$ cat config.mk
export PLATFORM = sky130hd
export DESIGN_NAME = adder_test_ctrl
export DESIGN_NICKNAME = d
export VERILOG_FILES = /design/src/rtl/adder_test_ctrl.sv
export SDC_FILE = /design/constraint.sdc
export NUM_CORES = 1
export LEC_CHECK = 0
export CAP_MARGIN = 25
export CORE_MARGIN = 3
export CORE_UTILIZATION = 30
export DETAILED_ROUTE_END_ITERATION = 7
export PLACE_DENSITY = 0.61
export RECOVER_POWER = 25
export SYNTH_ARGS = -nofsm -noshare
export SYNTH_HDL_FRONTEND = slang
export SYNTH_SLANG_ARGS = --single-unit
$ cat constraint.sdc
create_clock -name clk -period 6.4 [get_ports clk]
set_input_delay 0.64 -clock clk [delete_from_list [all_inputs] [get_ports clk]]
set_output_delay 0.64 -clock clk [all_outputs]
set_load 0.005 [all_outputs]
$ cat src/rtl/adder_test_ctrl.sv
// rtl/adder_test_ctrl.sv - LFSR-driven self-test sequencer for the 8-bit prefix adder
module adder_test_ctrl #(
   parameter int          CNT_W        = 16,
   parameter int          SETTLE_W     = 4,
   parameter logic [15:0] LFSR_DEFAULT = 16'hACE1
) (
   input  logic                clk,
   input  logic                rst_n,
   input  logic                start,
   input  logic                abort,
   input  logic [CNT_W-1:0]    num_vectors,
   input  logic [SETTLE_W-1:0] settle_cycles,
   input  logic [15:0]         seed,
   output logic [7:0]          a_in,
   output logic [7:0]          b_in,
   input  logic [7:0]          sum,
   output logic                busy,
   output logic                done,
   output logic [CNT_W-1:0]    vec_count,
   output logic [CNT_W-1:0]    err_count,
   output logic                fail_seen,
   output logic [7:0]          fail_a,
   output logic [7:0]          fail_b,
   output logic [7:0]          fail_sum
);

   typedef enum logic [2:0] {
      S_IDLE   = 3'd0,
      S_APPLY  = 3'd1,
      S_SETTLE = 3'd2,
      S_CHECK  = 3'd3,
      S_DONE   = 3'd4
   } state_t;

   state_t              state_q, state_d;
   logic [15:0]         lfsr_q, lfsr_d;
   logic [CNT_W-1:0]    nvec_q, nvec_d;
   logic [SETTLE_W-1:0] settle_q, settle_d;
   logic [SETTLE_W-1:0] cnt_q, cnt_d;
   logic [7:0]          a_q, a_d;
   logic [7:0]          b_q, b_d;
   logic [CNT_W-1:0]    vec_q, vec_d;
   logic [CNT_W-1:0]    err_q, err_d;
   logic                fseen_q, fseen_d;
   logic [7:0]          fa_q, fa_d;
   logic [7:0]          fb_q, fb_d;
   logic [7:0]          fs_q, fs_d;

   logic [15:0]         lfsr_next;
   logic [7:0]          exp_sum;
   logic [CNT_W-1:0]    vec_inc;

   // Fibonacci LFSR step, behavioural reference sum and the next vector count
   assign lfsr_next = {lfsr_q[14:0], lfsr_q[15] ^ lfsr_q[13] ^ lfsr_q[12] ^ lfsr_q[10]};
   assign exp_sum   = a_q + b_q;
   assign vec_inc   = vec_q + CNT_W'(1);

   // State register and datapath registers; reset clears everything including the LFSR
   always_ff @(posedge clk or negedge rst_n) begin
      if (!rst_n) begin
         state_q  <= S_IDLE;
         lfsr_q   <= '0;
         nvec_q   <= '0;
         settle_q <= '0;
         cnt_q    <= '0;
         a_q      <= '0;
         b_q      <= '0;
         vec_q    <= '0;
         err_q    <= '0;
         fseen_q  <= 1'b0;
         fa_q     <= '0;
         fb_q     <= '0;
         fs_q     <= '0;
      end else begin
         state_q  <= state_d;
         lfsr_q   <= lfsr_d;
         nvec_q   <= nvec_d;
         settle_q <= settle_d;
         cnt_q    <= cnt_d;
         a_q      <= a_d;
         b_q      <= b_d;
         vec_q    <= vec_d;
         err_q    <= err_d;
         fseen_q  <= fseen_d;
         fa_q     <= fa_d;
         fb_q     <= fb_d;
         fs_q     <= fs_d;
      end
   end

   // Next-state and datapath updates; abort preempts every busy-state action
   always_comb begin
      state_d  = state_q;
      lfsr_d   = lfsr_q;
      nvec_d   = nvec_q;
      settle_d = settle_q;
      cnt_d    = cnt_q;
      a_d      = a_q;
      b_d      = b_q;
      vec_d    = vec_q;
      err_d    = err_q;
      fseen_d  = fseen_q;
      fa_d     = fa_q;
      fb_d     = fb_q;
      fs_d     = fs_q;
      unique case (state_q)
         S_IDLE: begin
            if (start) begin
               nvec_d   = num_vectors;
               settle_d = settle_cycles;
               lfsr_d   = (seed == 16'h0000) ? LFSR_DEFAULT : seed;
               vec_d    = '0;
               err_d    = '0;
               fseen_d  = 1'b0;
               fa_d     = '0;
               fb_d     = '0;
               fs_d     = '0;
               state_d  = (num_vectors == '0) ? S_DONE : S_APPLY;
            end
         end
         S_APPLY: begin
            if (abort) begin
               state_d = S_IDLE;
            end else begin
               a_d     = lfsr_q[7:0];
               b_d     = lfsr_q[15:8];
               cnt_d   = settle_q;
               state_d = S_SETTLE;
            end
         end
         S_SETTLE: begin
            if (abort) begin
               state_d = S_IDLE;
            end else if (cnt_q == '0) begin
               state_d = S_CHECK;
            end else begin
               cnt_d = cnt_q - SETTLE_W'(1);
            end
         end
         S_CHECK: begin
            if (abort) begin
               state_d = S_IDLE;
            end else begin
               if (sum != exp_sum) begin
                  if (!(&err_q)) begin
                     err_d = err_q + CNT_W'(1);
                  end
                  if (!fseen_q) begin
                     fseen_d = 1'b1;
                     fa_d    = a_q;
                     fb_d    = b_q;
                     fs_d    = sum;
                  end
               end
               vec_d   = vec_inc;
               lfsr_d  = lfsr_next;
               state_d = (vec_inc == nvec_q) ? S_DONE : S_APPLY;
            end
         end
         S_DONE: begin
            state_d = S_IDLE;
         end
         default: begin
            state_d = S_IDLE;
         end
      endcase
   end

   assign a_in      = a_q;
   assign b_in      = b_q;
   assign busy      = (state_q == S_APPLY) || (state_q == S_SETTLE) || (state_q == S_CHECK);
   assign done      = (state_q == S_DONE);
   assign vec_count = vec_q;
   assign err_count = err_q;
   assign fail_seen = fseen_q;
   assign fail_a    = fa_q;
   assign fail_b    = fb_q;
   assign fail_sum  = fs_q;

endmodule
# Yosys cells after proc, flatten, opt, wreduce, memory -nomap -nowiden
# Cells that the tools add are included.
[op_classes]
addsub = 4
eq_ne = 15
n_mux = 40
n_bitwise = 4
reduce_logical = 17
[ops]
columns = ["op", "count"]
rows = [
  ["2-to-1 mux 16 bit", 8],
  ["one-hot mux 16 bit (2 select lines)", 3],
  ["2-to-1 mux 8 bit", 10],
  ["one-hot mux 8 bit (2 select lines)", 3],
  ["adder 16 x 1 -> 16 bit (second input constant)", 2],
  ["logical NOT 16 bit", 2],
  ["2-to-1 mux 3 bit", 6],
  ["== test 16 bit", 1],
  ["inequality test 2 bit (second input constant)", 8],
  ["AND reduction 16 bit", 1],
  ["2-to-1 mux 4 bit", 3],
  ["one-hot mux 3 bit (4 select lines)", 1],
  ["AND reduction 5 bit", 2],
  ["adder 8 bit", 1],
  ["inequality test 8 bit", 1],
  ["one-hot mux 4 bit (2 select lines)", 1],
  ["AND reduction 4 bit", 2],
  ["== test 3 x 2 -> 1 bit (second input constant)", 2],
  ["AND reduction 2 bit", 3],
  ["logical NOT 4 bit", 1],
  ["nonzero test 2 bit", 2],
  ["subtractor 4 x 1 -> 4 bit (second input constant)", 1],
  ["== test 3 x 1 -> 1 bit (second input constant)", 1],
  ["== test 3 bit (second input constant)", 1],
  ["other kinds (9)", 14],
]
[word_totals]
regBits = 116
in_bits = 48
wordCells = 93

# Logic depth before layout (Yosys ltp)
[logic_depth]
ltp_word = 5
depth_mapped = 12

# Worst setup path after synthesis
# No wires, ideal clock.
[synth_path]
path_type = "register -> register"
from = "reg a_q[0] (netlist: a_in[0])"
to = "reg fa_q[0] (netlist: fail_a[0])"
arrival_time_ns = 2.774
slack_ns = 3.560
stages_incl_launch_ff = 13
n_path_buf = 2
cell_sequence = "dfrtp_1 ha_1 inv_1 fa_1 and2b_1 o21a_1 nor3_1 or4b_4 or4_1 buf_6 nand2_8 buf_8 a22o_1"
[synth_via]
elab_chain_len = 4
[synth_rtl]
columns = ["item", "line", "source"]
rows = [
  ["start: declaration", "40", "logic [7:0] a_q, a_d;"],
  ["start signal: assignment", "66", "a_q <= '0;"],
  ["start signal: assignment", "80", "a_q <= a_d;"],
  ["adder 8 bit or 2-to-1 mux 8 bit (tied branches)", "55, 148", ""],
  ["inequality test 8 bit or 2-to-1 mux 8 bit (tied branches)", "144", "if (sum != exp_sum) begin"],
  ["inequality test 2 bit (no line) or 2-to-1 mux 8 bit (tied branches)", "-", ""],
  ["AND reduction 5 bit (no line) or one-hot mux 8 bit (2 select lines) (tied branches)", "-", ""],
  ["end signal: assignment", "71", "fa_q <= '0;"],
  ["end signal: assignment", "85", "fa_q <= fa_d;"],
  ["end: declaration", "45", "logic [7:0] fa_q, fa_d;"],
]
# Parallel ways exist; a longest one is shown, timed or not. The select of a mux whose other input is x is not followed.
# A chain may end at the register's enable or synchronous reset.

==> impl_metrics.env <==
export IMPL_mappedNetlistArea_sq_um=6080
export IMPL_nets=826
export IMPL_cts_resized=0
export IMPL_totalNegativeSetupSlack_ps=0
export IMPL_first_pass_grt_wire_length_mm=27.4
export IMPL_min_delay_path_class="reg2reg"
export IMPL_run_status="complete, but fails checks"
export IMPL_wl_mm=16.9
export IMPL_viasPerCell=5.12
export IMPL_initial_utilization_pct=30.9
export IMPL_chipHeight_um=148
export IMPL_cts_inserted_buffers=17
export IMPL_timing_setup_critical_path_class="in2async"
export IMPL_grt_max_degree=64
export IMPL_final_period_minus_worst_setup_slack_ps=3940
export IMPL_register_area_sq_um=2900
export IMPL_syn_avg_cell_area_sq_um=9.33
export IMPL_critical_path_slowest_cell="clkbuf_1"
export IMPL_area_growth_synth_to_final_pct=33.8
export IMPL_detailedRoute_firstPassIterationCount=5
export IMPL_peakVddDrop_v=0.000175
export IMPL_dpl_worst_slack_ps=2900
export IMPL_top_level_ports=123
export IMPL_final_period_util_pct=61.5
export IMPL_clkSinkCount=116
export IMPL_drv_slew=119
export IMPL_final_layout_size_suffix_gt1_share_pct=8.59
export IMPL_routabilityCongestion=0.817
export IMPL_post_cts_hold_buffer_count=0
export IMPL_max_slew_worst_pin_slew_ps=2960
export IMPL_mostFrequentLayoutCells="nand2_1 (134), clkdlybuf4s50_1 (120), dfrtp_1 (116)"
export IMPL_dp_hpwl_mm=12.0
export IMPL_first_global_vias=5061
export IMPL_maxClockFrequency_mhz=254
export IMPL_insertedDiodeCount=0
export IMPL_placedInstanceArea_sq_um=7540
export IMPL_number_of_antenna_violations_at_the_first_check_in_global_routing=0
export IMPL_crit_path_cell_trace="clkbuf_1 > clkbuf_2"
export IMPL_layout_commonest_cell="nand2_1"
export IMPL_timing_slew_headroom_pct=-97.1
export IMPL_netlist_cell_type_count=59
export IMPL_postSynthRegisterBits=116
export IMPL_share_of_synthesized_area_occupied_by_flip_flops_and_latches_pct=47.7
export IMPL_cp_required_ps=6640
export IMPL_crit_path_max_fanout=63
export IMPL_drc_violation_count_after_routing=0
export IMPL_clock_skew_ps=10.2
export IMPL_arrival_ps=4180
export IMPL_cpPeakStageDelay_ps=2050
export IMPL_setup_worst_path_end_class="asynchronous set/reset pin"
export IMPL_async_sr_flop_fraction_pct=100
export IMPL_cp_top_family="buffers and inverters"
export IMPL_rsz0062_at_grt="no"
export IMPL_filler_cell_count=1955
export IMPL_number_of_vias_in_the_routed_layout=5352
export IMPL_synthesis_nets=711
export IMPL_wire_per_inst_um=16.2
export IMPL_power_density_nw_per_um2=430
export IMPL_violations="max-capacitance violations, max-slew violations"
export IMPL_worst_skew_pair_late_latency_ps=420
export IMPL_critPathLaunchType="primary input"
export IMPL_clock_root_buffer="clkbuf_16"
export IMPL_power_leakage_uw=0.00336
export IMPL_grtUsageTotal_pct=15.7
export IMPL_hold_viol_final=0
export IMPL_fin_ws_ps=2460
export IMPL_setup_viols_final=0
export IMPL_multi_input_area_sq_um=2990
export IMPL_fin_area_sq_um=8140
export IMPL_yosys_warnings=0
export IMPL_std_cell_rows=51
export IMPL_drt_first_iter_violations=330
export IMPL_synth_cells=652
export IMPL_synth_edff_count=0
export IMPL_core_sq_um=19700
export IMPL_htreeDepth=4
export IMPL_cts_root_to_sink_buffers=2
export IMPL_portBuffers=122
export IMPL_die_area_sq_um=22000
export IMPL_gr_total_overflow=0
export IMPL_cts_reportedPaths_clkPinSlew_ps=60
export IMPL_worstPathBufferInverterCount=2
export IMPL_synth_ff_type="dfrtp_1"
export IMPL_tritoncts="done"
export IMPL_ant_nets=0
export IMPL_setup_bufs_post_cts=0
export IMPL_max_cap_violations=2
export IMPL_die_x_um=148
[layout make-up]
cell class	instances	share of cell area, %
multi-input combinational	491	36.7
sequential	116	35.7
timing repair buffer	130	15.7
clock buffer	19	5.56
tap	265	4.07
clock inverter	13	1.80
inverter	11	0.507
[synthesized netlist by cell type (all sizes together) (13+ instances only)]
cell type	n	share of area [%]
o21ai	67	5.5
dfrtp	116	48
a22o	25	3.6
mux2	14	2.6
o31ai	19	2.3
nand2	135	8.6
nor4	13	1.6
nand3	25	2.1
clkbuf	26	1.6
a21oi	21	1.8
nor2	34	2.2
xnor2	29	4.2
[flip-flops by register name, indices dropped and copies added, names as in the netlist, 4 cells and up]
register   flops
a_in           8
b_in           8
cnt_q          4
err_count     16
fail_a         8
fail_b         8
fail_sum       8
lfsr_q        16
nvec_q        16
settle_q       4
vec_count     16
[cell families after synthesis]
logic type,share of synthesized area (%)
AOI/OAI and AO/OA,18.6
xor gates and xnor gates,5.61
adders and majority gates,2.39
buffers and inverters,3.50
DFF,47.7
muxes,2.92
and+or+nand+nor,19.3
[power by group]
| group | internal, uW | leakage, uW | switching [uW] |
|---|---|---|---|
| registers | 964 | 0.00150 | 238 |
| logic | 661 | 0.00157 | 672 |
| clock network | 599 | 0.000291 | 365 |
[stage by stage]
stage / utilization, % / hold slack [ps] / instances / power, uW
after floorplan: - / 344 / 652 / 2040
after global placement: 38.2 / 471 / 1012 / 2530
after detailed placement: 38.2 / 470 / 1012 / 2550
after CTS: 41.3 / 280 / 1044 / 3540
after global routing: 41.3 / 513 / 1045 / 3770
final: 41.3 / 481 / 1045 / 3500
[routing by layer]
layer | wire, um | GRT usage [%] | up-vias
met5 | 0 | 0 | -
met4 | 265 | 5.82 | 0
met3 | 846 | 3.26 | 18
met2 | 7850 | 24.5 | 149
met1 | 7980 | 21.5 | 2596
li1 | - | - | 2589
[path summary, 6_finish.rpt]
kind                       depth (start not counted)                 endpoint  slack (ps)               startpoint
hold reg to reg                                    2  settle_q[1]$_DFFE_PN0P_         480  settle_q[1]$_DFFE_PN0P_
min in group asynchronous                          1  fail_sum[3]$_DFFE_PN0P_        1180                    rst_n
max in group clk                                  11    fail_a[1]$_DFFE_PN0P_        2990      a_in[0]$_DFFE_PN0P_
setup / recovery                                   2    nvec_q[2]$_DFFE_PN0P_        2460                    rst_n
hold / removal                                     2  settle_q[1]$_DFFE_PN0P_         480  settle_q[1]$_DFFE_PN0P_
setup reg to reg                                  11    fail_a[1]$_DFFE_PN0P_        2990      a_in[0]$_DFFE_PN0P_
Note: power is estimated with default switching activity, not from simulation.
